## config.mk

```make
export PLATFORM = sky130hd
export DESIGN_NAME = reset_sequencer
export DESIGN_NICKNAME = d
export VERILOG_FILES = /design/src/rtl/reset_pkg.sv /design/src/rtl/reset_sequencer_sync_chain.sv /design/src/rtl/reset_sequencer.sv
export SDC_FILE = /design/constraint.sdc
export NUM_CORES = 1
export LEC_CHECK = 0
export BUFFER_PORTS_ARGS = -buffer_cell sky130_fd_sc_hd__buf_4
export CAP_MARGIN = 20
export CORE_ASPECT_RATIO = 1.1
export CORE_MARGIN = 1.5
export CORE_UTILIZATION = 53
export DETAILED_ROUTE_END_ITERATION = 8
export PLACE_DENSITY = 0.74
export SKIP_LAST_GASP = 1
export SLEW_MARGIN = 40
export SYNTH_ARGS = -nofsm -noshare
export SYNTH_HDL_FRONTEND = slang
export SYNTH_SLANG_ARGS = --single-unit
```

## constraint.sdc

```tcl
create_clock -name clkout -period 2.92 [get_ports clkout]
set_input_delay 0.584 -clock clkout [delete_from_list [all_inputs] [get_ports clkout]]
set_output_delay 0.584 -clock clkout [all_outputs]
set_load 0.01 [all_outputs]
```

## src/rtl/reset_pkg.sv

```systemverilog
// Shared types for the system reset sequencer: reset-cause codes and FSM states.
package reset_pkg;

  localparam logic [2:0] CAUSE_NONE = 3'd0;
  localparam logic [2:0] CAUSE_POR  = 3'd1;
  localparam logic [2:0] CAUSE_LOCK = 3'd2;
  localparam logic [2:0] CAUSE_BTN  = 3'd3;
  localparam logic [2:0] CAUSE_WDT  = 3'd4;
  localparam logic [2:0] CAUSE_SW   = 3'd5;

  typedef enum logic [2:0] {
    S_ASSERT,
    S_WAIT,
    S_DEBOUNCE,
    S_RELEASE,
    S_RUN
  } state_t;

endpackage

```

## src/rtl/reset_sequencer_sync_chain.sv

```systemverilog
// Multi-flop synchroniser for one asynchronous bit into the clkout domain.
module sync_chain #(
  parameter int   STAGES    = 2,
  parameter logic RESET_VAL = 1'b0
) (
  input  logic clkout,
  input  logic ext_reset,
  input  logic d,
  output logic q
);

  logic [STAGES-1:0] ff;

  always_ff @(posedge clkout or negedge ext_reset) begin
    if (!ext_reset) ff <= {STAGES{RESET_VAL}};
    else            ff <= {ff[STAGES-2:0], d};
  end

  assign q = ff[STAGES-1];

endmodule

```

## src/rtl/reset_sequencer.sv

```systemverilog
// System reset controller: debounces button and PLL lock, releases domain resets
// in index order with a fixed stagger, and records the cause of the last reset.
module reset_sequencer #(
  parameter int N_DOMAINS       = 4,
  parameter int N_LOCK          = 2,
  parameter int DEBOUNCE_CYCLES = 65536,
  parameter int STAGGER_CYCLES  = 16,
  parameter int SYNC_STAGES     = 2
) (
  input  logic                 clkout,
  input  logic                 ext_reset,
  input  logic                 btn_n,
  input  logic [N_LOCK-1:0]    pll_lock,
  input  logic                 wdt_req,
  input  logic                 sw_req,
  input  logic                 cause_clr,
  output logic [N_DOMAINS-1:0] rst_n_out,
  output logic                 clk_hold,
  output logic                 busy,
  output logic [2:0]           cause,
  output logic [2:0]           state_dbg
);
  import reset_pkg::*;

  localparam int LAST_REL = (N_DOMAINS - 1) * STAGGER_CYCLES;
  localparam int CNT_MAX  = (DEBOUNCE_CYCLES > LAST_REL + 1) ? DEBOUNCE_CYCLES : LAST_REL + 1;
  localparam int CNT_W    = $clog2(CNT_MAX) + 1;
  localparam logic [CNT_W-1:0] DEB_LAST_C = CNT_W'(DEBOUNCE_CYCLES - 1);
  localparam logic [CNT_W-1:0] LAST_REL_C = CNT_W'(LAST_REL);

  logic              btn_s;
  logic [N_LOCK-1:0] lock_s;
  logic              lock_ok;

  sync_chain #(.STAGES(SYNC_STAGES), .RESET_VAL(1'b0)) u_sync_btn (
    .clkout    (clkout),
    .ext_reset (ext_reset),
    .d         (btn_n),
    .q         (btn_s)
  );

  for (genvar i = 0; i < N_LOCK; i++) begin : g_lock_sync
    sync_chain #(.STAGES(SYNC_STAGES), .RESET_VAL(1'b0)) u_sync_lock (
      .clkout    (clkout),
      .ext_reset (ext_reset),
      .d         (pll_lock[i]),
      .q         (lock_s[i])
    );
  end

  assign lock_ok = &lock_s;

  state_t                state_q, state_d;
  logic [CNT_W-1:0]      cnt_q, cnt_d;
  logic [2:0]            cause_d, trig_cause;
  logic [N_DOMAINS-1:0]  rst_d;
  logic                  hold_d, busy_d;

  // Domain k is out of reset once the release counter has reached k*STAGGER_CYCLES.
  function automatic logic [N_DOMAINS-1:0] release_mask(input logic [CNT_W-1:0] c);
    logic [N_DOMAINS-1:0] m;
    m = '0;
    for (int k = 0; k < N_DOMAINS; k++)
      m[k] = (int'(c) >= k * STAGGER_CYCLES);
    return m;
  endfunction

  always_comb begin
    state_d    = state_q;
    cnt_d      = cnt_q;
    cause_d    = cause;
    trig_cause = CAUSE_NONE;
    rst_d      = '0;
    hold_d     = 1'b1;
    busy_d     = 1'b1;

    case (state_q)
      S_ASSERT: begin
        state_d = S_WAIT;
        cnt_d   = '0;
      end
      S_WAIT: begin
        if (lock_ok && btn_s) begin
          state_d = S_DEBOUNCE;
          cnt_d   = '0;
        end
      end
      S_DEBOUNCE: begin
        if (!lock_ok || !btn_s) begin
          state_d = S_WAIT;
          cnt_d   = '0;
        end else if (cnt_q == DEB_LAST_C) begin
          state_d = (LAST_REL == 0) ? S_RUN : S_RELEASE;
          cnt_d   = '0;
        end else begin
          cnt_d = cnt_q + 1'b1;
        end
      end
      S_RELEASE: begin
        cnt_d = cnt_q + 1'b1;
        if (cnt_d == LAST_REL_C) state_d = S_RUN;
      end
      S_RUN: begin
        cnt_d = '0;
      end
      default: begin
        state_d = S_ASSERT;
        cnt_d   = '0;
      end
    endcase

    // Lock and button act once release has begun; wdt/sw only from RUN.
    if (state_q == S_RELEASE || state_q == S_RUN) begin
      if (!lock_ok)                          trig_cause = CAUSE_LOCK;
      else if (!btn_s)                       trig_cause = CAUSE_BTN;
      else if (state_q == S_RUN && wdt_req)  trig_cause = CAUSE_WDT;
      else if (state_q == S_RUN && sw_req)   trig_cause = CAUSE_SW;

      if (trig_cause != CAUSE_NONE) begin
        state_d = S_ASSERT;
        cnt_d   = '0;
        cause_d = trig_cause;
      end else if (state_q == S_RUN && cause_clr) begin
        cause_d = CAUSE_NONE;
      end
    end

    if (state_d == S_RELEASE) begin
      rst_d  = release_mask(cnt_d);
      hold_d = 1'b0;
    end else if (state_d == S_RUN) begin
      rst_d  = '1;
      hold_d = 1'b0;
      busy_d = 1'b0;
    end
  end

  always_ff @(posedge clkout or negedge ext_reset) begin
    if (!ext_reset) begin
      state_q   <= S_ASSERT;
      cnt_q     <= '0;
      cause     <= CAUSE_POR;
      rst_n_out <= '0;
      clk_hold  <= 1'b1;
      busy      <= 1'b1;
    end else begin
      state_q   <= state_d;
      cnt_q     <= cnt_d;
      cause     <= cause_d;
      rst_n_out <= rst_d;
      clk_hold  <= hold_d;
      busy      <= busy_d;
    end
  end

  assign state_dbg = state_q;

endmodule

```

==> metrics.md, run 1 <==
| Metric | Value |
|---|---|
| Share of total power in the clock network | 0.404 |
| H-tree depth | 2 |
| Critical path required time | about 3.1 ns |
| Count of warnings emitted by yosys | 0 |
| Average wire per standard cell | 16.7 um |
| Die outline width | between 60 and 70 um |
| Peak supply drop | between 0.0004 and 0.0005 V |
| Slew at the pin closest to its max-slew limit | around 0.64 ns |
| Vertical die dimension | around 71 um |
| CTS sink cnt | 35 |
| Commonest cells after routing, fill and taps aside | 64 x buf_4, 32 x dfrtp_1, 22 x nor2_1, 20 x nand2_1 |
| Number of hold violations in the final report | 0 |
| First-pass iteration count of the detailed router | 6 |
| Routed vias/inst | around 6 |
| Remaining routing DRC violations | 0 |
| Gate count after technology mapping | 250 |
| Internal power summed over all cells | roughly 820 uW |
| Setup Skew | about 0.008 ns |
| Max Cap Viol | 0 |
| Clock latency on the worst-skew pair | about 0.30 ns |
| Wire length of the first global-routing pass | about 9.6 mm |
| Final-layout worst hold slack | around 0.23 ns |
| Kind of end point of the critical path | flip-flop |
| Cell Chain, Critical Path | ha_4, nand4_4, nor4_4, nand3_1, inv_1, ha_1, and4b_2, o21ai_1, buf_4, o2bb2ai_1, a21o_1, nor4_2, o2111ai_2, o41a_2 |
| Clock-pin transition on the worst setup and hold timing paths | 0.08 ns |
| Clock Tree Root | clkbuf_8 |
| Vias in the first global route | approximately 1.9k |
| Launching element type of the critical path | flip-flop |
| Global-route usage over all layers | 0.277 |
| Post-synthesis async set-or-reset flop share | 1.00 |
| Minimum clock period | just over 3 ns |
| Area of the multi-input gates | approximately 1300 sq um |
| Power density over the cells | around 390 nW/um^2 |
| Number of rows created at floorplan | 24 |
| Floorplan die area | 4580 sq um |
| Maximum number of buffers from clock root to sink | 2 |
| Most used flip-flop cell after synthesis | dfrtp_1 |
| Worst-path fanout max | 3 |
| Sequential Power Share | 0.463 |
| Initial Util | 0.555 |
| Final setup violation count | 3 |
| Number of antenna-violating nets in the routed design | 0 |
| Critical-path cell with the highest stage delay | o41a_2 |
| Worst Setup SP | cnt_q[0] |
| Category of the critical setup timing path | reg -> reg |
| First-iteration detailed-routing DRC count | 231 |
| Combinational share of power | 0.133 |
| Via count | ~2.1k |
| Arrival @ worst endpoint | 3.20 ns |
| Number of distinct library cells after synthesis | 61 |
| Initial antenna violation count | 0 |
| Setup repair after global routing missed its margin | yes |
| Failing checks | negative setup slack |
| Switching Fraction | 0.267 |
| CTS tree | yes |
| Per-instance average area after synthesis | 8.87 sq um |
| CTS Hold Buffers Added | 0 |
| Number of I/O port buffers | 19 |
| Worst slew margin relative to its limit | 0.572 |
| Fill cells | 294 |
| Std-Cell Core Area | approximately 4000 sq um |
| Total leakage power | approximately 1.3 nW |
| P&R area growth vs syn | 28.3% |
| Maximum cell stage delay along the critical path | roughly 0.42 ns |
| NetSw | between 200 and 300 uW |
| Hpwl dp | 4.30 mm |
| Routed Wire Length | slightly below 6 mm |
| Final layout net count | about 310 |
| Number of buffer and inverter stages on the critical path | 2 |
| Number of clock buffers inserted by TritonCTS | 5 |
| Share of the clock period used by the worst path | 1.04 |
| Top achievable clock speed | around 330 MHz |
| Reg-to-Reg Start | cnt_q[0] |
| Antenna Diode Count | 0 |
| Weighted congestion at the end of routability-driven global placement | 0.964 |
| Total area of sequential cells | between 800 and 900 sq um |
| Min-Delay Path Class | in -> async |
| Number of synthesized flops with an enable pin | 0 |
| Leading cell type in the layout, fill and taps excluded | buf_4 |
| Final setup slack of the worst path | -0.103 ns |
| Status | finished, violations left |
| Max Transition Viols Final | 0 |
| Remaining global-route overflow | 0 |
| Sequential share of the synthesized area | 0.397 |
| Maximum number of pins on one net before global-route repair | 36 |
| Post-synthesis instance area | between 2000 and 2500 sq um |
| Ports placed on the boundary | 20 |
| Kind of cell adding the most delay to the critical path | compound AO/OA/AOI/OAI gates |
| Power consumption | 1.12 mW |
| Fraction of final layout cells sized beyond drive strength 1 | 0.332 |
| Flop and latch count out of synthesis | 35 |
| Net count after synthesis | ~260 |
==> cells by family (layout without fill, tap and decap cells) <==
logic type | count (synthesis) | in the layout | share of synthesized area
AND/OR/NAND/NOR | 103 | 103 | 0.259
AO/OA/AOI/OAI | 73 | 73 | 0.231
flip-flops | 35 | 35 | 0.397
buffers and inverters | 30 | 84 | 0.0688
adder cells (fa/ha/maj) | 3 | 3 | 0.0169
XOR/XNOR | 3 | 3 | 0.0118
multiplexers | 3 | 3 | 0.0158
==> worst register-to-register path, stage by stage (launching register included) <==
cell and delay (ns):
dfrtp_1 0.41, ha_4 0.17, nand4_4 0.12, nor4_4 0.17
nand3_1 0.13, inv_1 0.07, ha_1 0.14, and4b_2 0.25
o21ai_1 0.13, buf_4 0.14, o2bb2ai_1 0.09, a21o_1 0.17
nor4_2 0.26, o2111ai_2 0.24, o41a_2 0.43
==> registers in the layout, summed over array words and instances, names as in the netlist <==
name / count
cnt_q: 17
g_lock_sync.u_sync_lock.ff: 4
rst_n_out: 4
cause: 3
state_dbg: 3
u_sync_btn.ff: 2
busy: 1
clk_hold: 1
==> through the flow <==
stage | TNS (ns) | setup slack, ns | util | cells | area, sq um
2_1_floorplan | 0 | 0.00184 | - | 250 | 2250
3_3_place_gp | -0.00557 | -0.00557 | 0.664 | 343 | 2650
3_5_place_dp | -0.357 | -0.170 | 0.664 | 343 | 2650
4_1_cts | -0.0439 | -0.0439 | 0.699 | 352 | 2790
5_1_grt | -0.677 | -0.257 | 0.712 | 356 | 2850
6_report | -0.115 | -0.103 | 0.712 | 356 | 2850
==> Yosys cell counts, types with 2 or more instances <==
library cell	number	area (sq um)
dfrtp_1	32	801
nor2_1	22	82.6
nand2_1	20	75.1
o21ai_0	19	95.1
a21oi_1	18	90.1
inv_1	11	41.3
nand3_1	11	55.1
clkbuf_1	7	26.3
nor3_1	7	35.0
nor2b_1	5	31.3
nor4_1	5	31.3
or3_1	5	31.3
a31oi_1	4	25.0
and2_1	4	25.0
buf_2	4	20.0
nand3b_1	4	30.0
nand4_1	4	25.0
a211oi_1	3	22.5
a22oi_1	3	22.5
and3_1	3	18.8
dfstp_2	3	78.8
ha_1	3	37.5
o21a_1	3	22.5
o31a_2	3	30.0
a21o_1	2	15.0
a221o_1	2	20.0
buf_4	2	15.0
buf_6	2	22.5
clkbuf_2	2	10.0
mux2i_1	2	20.0
nand4_4	2	42.5
o211a_1	2	20.0
o22ai_1	2	12.5
xnor2_1	2	17.5
==> worst paths after layout <==
check | to | slack [ns] | cells past startpoint
max in group asynchronous | busy | 2.35 | 1
setup / recovery | rst_n_out[1] | -0.10 | 14
setup reg to reg | rst_n_out[1] | -0.10 | 14
min in group clkout | u_sync_btn.ff[1] | 0.35 | 0
hold / removal | rst_n_out[1] | 0.23 | 1
hold reg to reg | u_sync_btn.ff[1] | 0.35 | 0
==> power groups by stage <==
stage,Combinational [mW],Sequential [mW],Clock (mW)
after floorplan,0.0786,0.522,0
after global placement,0.134,0.526,0
after detailed placement,0.135,0.527,0
after CTS,0.140,0.518,0.459
after global routing,0.163,0.522,0.480
final,0.149,0.519,0.452
==> layout make-up <==
cell class,instances,share of cell area
inverter,11,0.0145
sequential,35,0.309
multi-input combinational,185,0.440
timing repair buffer,65,0.173
tap,52,0.0229
clock buffer,5,0.0242
clock inverter,3,0.0163
==> metal layers <==
metal,share of wire,global-route usage
met4,0.015,0.106
met1,0.43,0.371
met3,0.056,0.0493
met5,0,0
met2,0.50,0.449
==> repair_timing <==
item | CTS | global route
gates resized for setup | 6 | 7
pin swaps | 0 | 4
endpoints found under the setup margin | 3 | 5
gates cloned | 0 | 0
buffers inserted | 1 | 4
Power figures use the tool's default switching activity.
==> run 2, diff against run 1 <==
Settings changed: REMOVE_ABC_BUFFERS set to 1.
==> metrics.md, run 2 (synthesis results as in run 1) <==
| Metric | Value |
|---|---|
| Antenna Diode Count | 0 (unchanged) |
| Critical path capture point | rst_n_out[1] |
| Kind of end point of the critical path | flip-flop |
| Number of flip-flops under the largest register name | 17 (unchanged) |
| CTS Hold Buffers Added | 0 (unchanged) |
| First-iteration detailed-routing DRC count | 329 (+42%) |
| Std-Cell Core Area | 3990 sq um (unchanged) |
| Clock Tree Root | clkbuf_8 |
| Number of buffer and inverter stages on the critical path | 5 (+3) |
| Global-route usage over all layers | 0.281 (+0.00371) |
| Number of clock buffers inserted by TritonCTS | 5 (unchanged) |
| Vertical die dimension | 70.9 um (unchanged) |
| Category of the critical setup timing path | reg -> reg |
| Maximum cell stage delay along the critical path | 0.40 ns (-0.02 ns) |
| P&R area growth vs syn | 34.0% |
| Ports placed on the boundary | 20 (unchanged) |
| Slack of the worst reg-to-reg path | -0.14 ns (-0.03 ns) |
| Min-Delay Path Class | in -> async |
| Routed Wire Length | 6.52 mm (+9.4%) |
| Clock latency on the worst-skew pair | 0.30 ns (about the same) |
| Accumulated negative setup slack | -0.302 ns (-0.186 ns) |
| Status | finished, violations left |
| CTS sink cnt | 35 (unchanged) |
| Setup repair after global routing missed its margin | yes |
| Failing checks | negative setup slack |
| Number of hold violations in the final report | 0 (unchanged) |
| Final layout net count | 317 (+0.96%) |
| CTS tree | yes |
| Routed vias/inst | 6.45 (+7.3%) |
| Final setup violation count | 3 (unchanged) |
| Register with the highest flop count | cnt_q |
| Number of I/O port buffers | 19 (unchanged) |
| Hpwl dp | 4.20 mm (-2.2%) |
| Cell Chain, Critical Path | nand3_2, nor4_4, nand3_1, inv_1, ha_2, and4b_2, o21ai_2, buf_6, buf_8, buf_6, o211a_1, nor3_1, inv_1, o2111ai_4, o41a_2 |
| Wire length of the first global-routing pass | 9.84 mm (+2.5%) |
| Max Transition Viols Final | 0 (unchanged) |
| Initial antenna violation count | 0 (unchanged) |
| Power consumption | 1.14 mW (+1.9%) |
| Critical-path cell with the highest stage delay | o41a_2 |
| Biggest registers after layout | cnt_q x17, g_lock_sync.u_sync_lock.ff x4, rst_n_out x4 |
| Die outline width | 64.7 um (unchanged) |
| Launching element type of the critical path | flip-flop |
| Max Cap Viol | 0 (unchanged) |
| Leading cell type in the layout, fill and taps excluded | buf_4 |
| Clock-pin transition on the worst setup and hold timing paths | 0.08 ns (about the same) |
| Reg-to-Reg Start | cnt_q[10] |
| Weighted congestion at the end of routability-driven global placement | 0.999 (+3.7%) |
| Remaining routing DRC violations | 0 (unchanged) |
| Cell depth of the worst setup path | 15 (+1) |
| Average wire per standard cell | 18.2 um (+8.5%) |
| H-tree depth | 2 (unchanged) |
| Slew at the pin closest to its max-slew limit | 0.665 ns (+0.0268 ns) |
| Kind of cell adding the most delay to the critical path | simple AND/OR/NAND/NOR gates |
| Commonest cells after routing, fill and taps aside | 64 x buf_4, 32 x dfrtp_1, 21 x nor2_1, 20 x nand2_1, 15 x a21oi_1 |
| Remaining global-route overflow | 0 (unchanged) |
| Number of antenna-violating nets in the routed design | 0 (unchanged) |
| Worst setup slack before clock tree synthesis | -0.324 ns (-0.153 ns) |
| Total instance count after detailed placement | 345 (+0.58%) |
| Initial Util | 0.555 (unchanged) |
| Worst Reg2Reg Path Length in Cells | 15 (+1) |
| Number of cells in the finished layout apart from fillers | 359 (+0.84%) |
| Setup Skew | 0.00222 ns (-0.00596 ns) |
| Top achievable clock speed | 327 MHz (-1.1%) |
| Reg2Reg Capture Point | rst_n_out[1] |
| Final-layout worst hold slack | 0.234 ns (+0.00338 ns) |
| Power density over the cells | 384 nW/um^2 (-2.5%) |
| Fraction of final layout cells sized beyond drive strength 1 | 0.381 (+0.0489) |
| Maximum number of buffers from clock root to sink | 2 (unchanged) |
| Floorplan die area | 4580 sq um (unchanged) |
| Worst-path fanout max | 7 (+4) |
| Via count | 2315 (+8.2%) |
| First-pass iteration count of the detailed router | 5 (-1) |
| Arrival @ worst endpoint | 3.24 ns (+0.04 ns) |
| Minimum clock period | 3.06 ns (+0.0342 ns) |
| Final setup slack of the worst path | -0.137 ns (-0.0342 ns) |
| Total leakage power | 1.32 nW (+3.3%) |
| Share of the clock period used by the worst path | 1.05 (+0.0117) |
| Vias in the first global route | 2085 (+8.2%) |
| Critical path required time | 3.10 ns (about the same) |
| Number of rows created at floorplan | 24 (unchanged) |
| Worst Setup SP | cnt_q[10] |
| Maximum number of pins on one net before global-route repair | 36 (unchanged) |
| Peak supply drop | 0.000347 V (-14%) |
| Worst slew margin relative to its limit | 0.557 (-0.0153) |
## run 2: changes by cell type in the layout (fill, tap and decap cells not counted), moves of 2 or more
| cell | change |
|---|---|
| a31oi_1 | -2 |
| a31oi_2 | +2 |
| o21ai_0 | -2 |
| o21ai_1 | -3 |
| o21ai_2 | +5 |
## run 2: power by group
group	switching, mW	total [mW]	internal, mW
combinational	0.0961	0.165	0.0684
sequential	0.0203	0.519	0.499
clock	0.198	0.457	0.259
total	0.315	1.14	0.826
## run 2: per-stage QoR
step                utilization  instance area (sq um)
global placement          0.660                   2640
finish                    0.744                   2970
detailed placement        0.660                   2640
CTS                       0.707                   2830
floorplan                     -                   2110
global route              0.744                   2970
## run 2: cell type report
class	count	area (sq um)
Fill cell	274	1020
Multi-Input combinational cell	186	1350
Clock buffer	5	68.8
Tap cell	52	65.1
Inverter	11	41.3
Clock inverter	3	47.5
Timing Repair Buffer	67	518
Sequential cell	35	880
## run 2: routing by layer
metal / track usage / up-vias / part of all wire
li1: - / 1021 / -
met1: 0.356 / 1113 / 0.39
met2: 0.471 / 152 / 0.49
met3: 0.0556 / 29 / 0.087
met4: 0.113 / 0 / 0.034
met5: 0 / - / 0
## run 2: timing repair
item | in CTS | in global routing
resized for setup | 13 | 26
buffers inserted | 1 | 4
gates cloned | 0 | 1
endpoints found under the setup margin | 3 | 3
endpoints found under the hold margin | 0 | 0
pin swaps | 5 | 6
## run 2: worst min-delay path by stage
stage	endpoint	cells past startpoint	from	slack, ns
floorplan	cause[1]	0	ext_reset	0.29
global placement	u_sync_btn.ff[1]	0	u_sync_btn.ff[0]	0.33
detailed placement	g_lock_sync[0].u_sync_lock.ff[1]	0	g_lock_sync[0].u_sync_lock.ff[0]	0.34
CTS	rst_n_out[3]	1	ext_reset	0.24
global route	rst_n_out[0]	1	ext_reset	0.27
finish	rst_n_out[3]	1	ext_reset	0.23
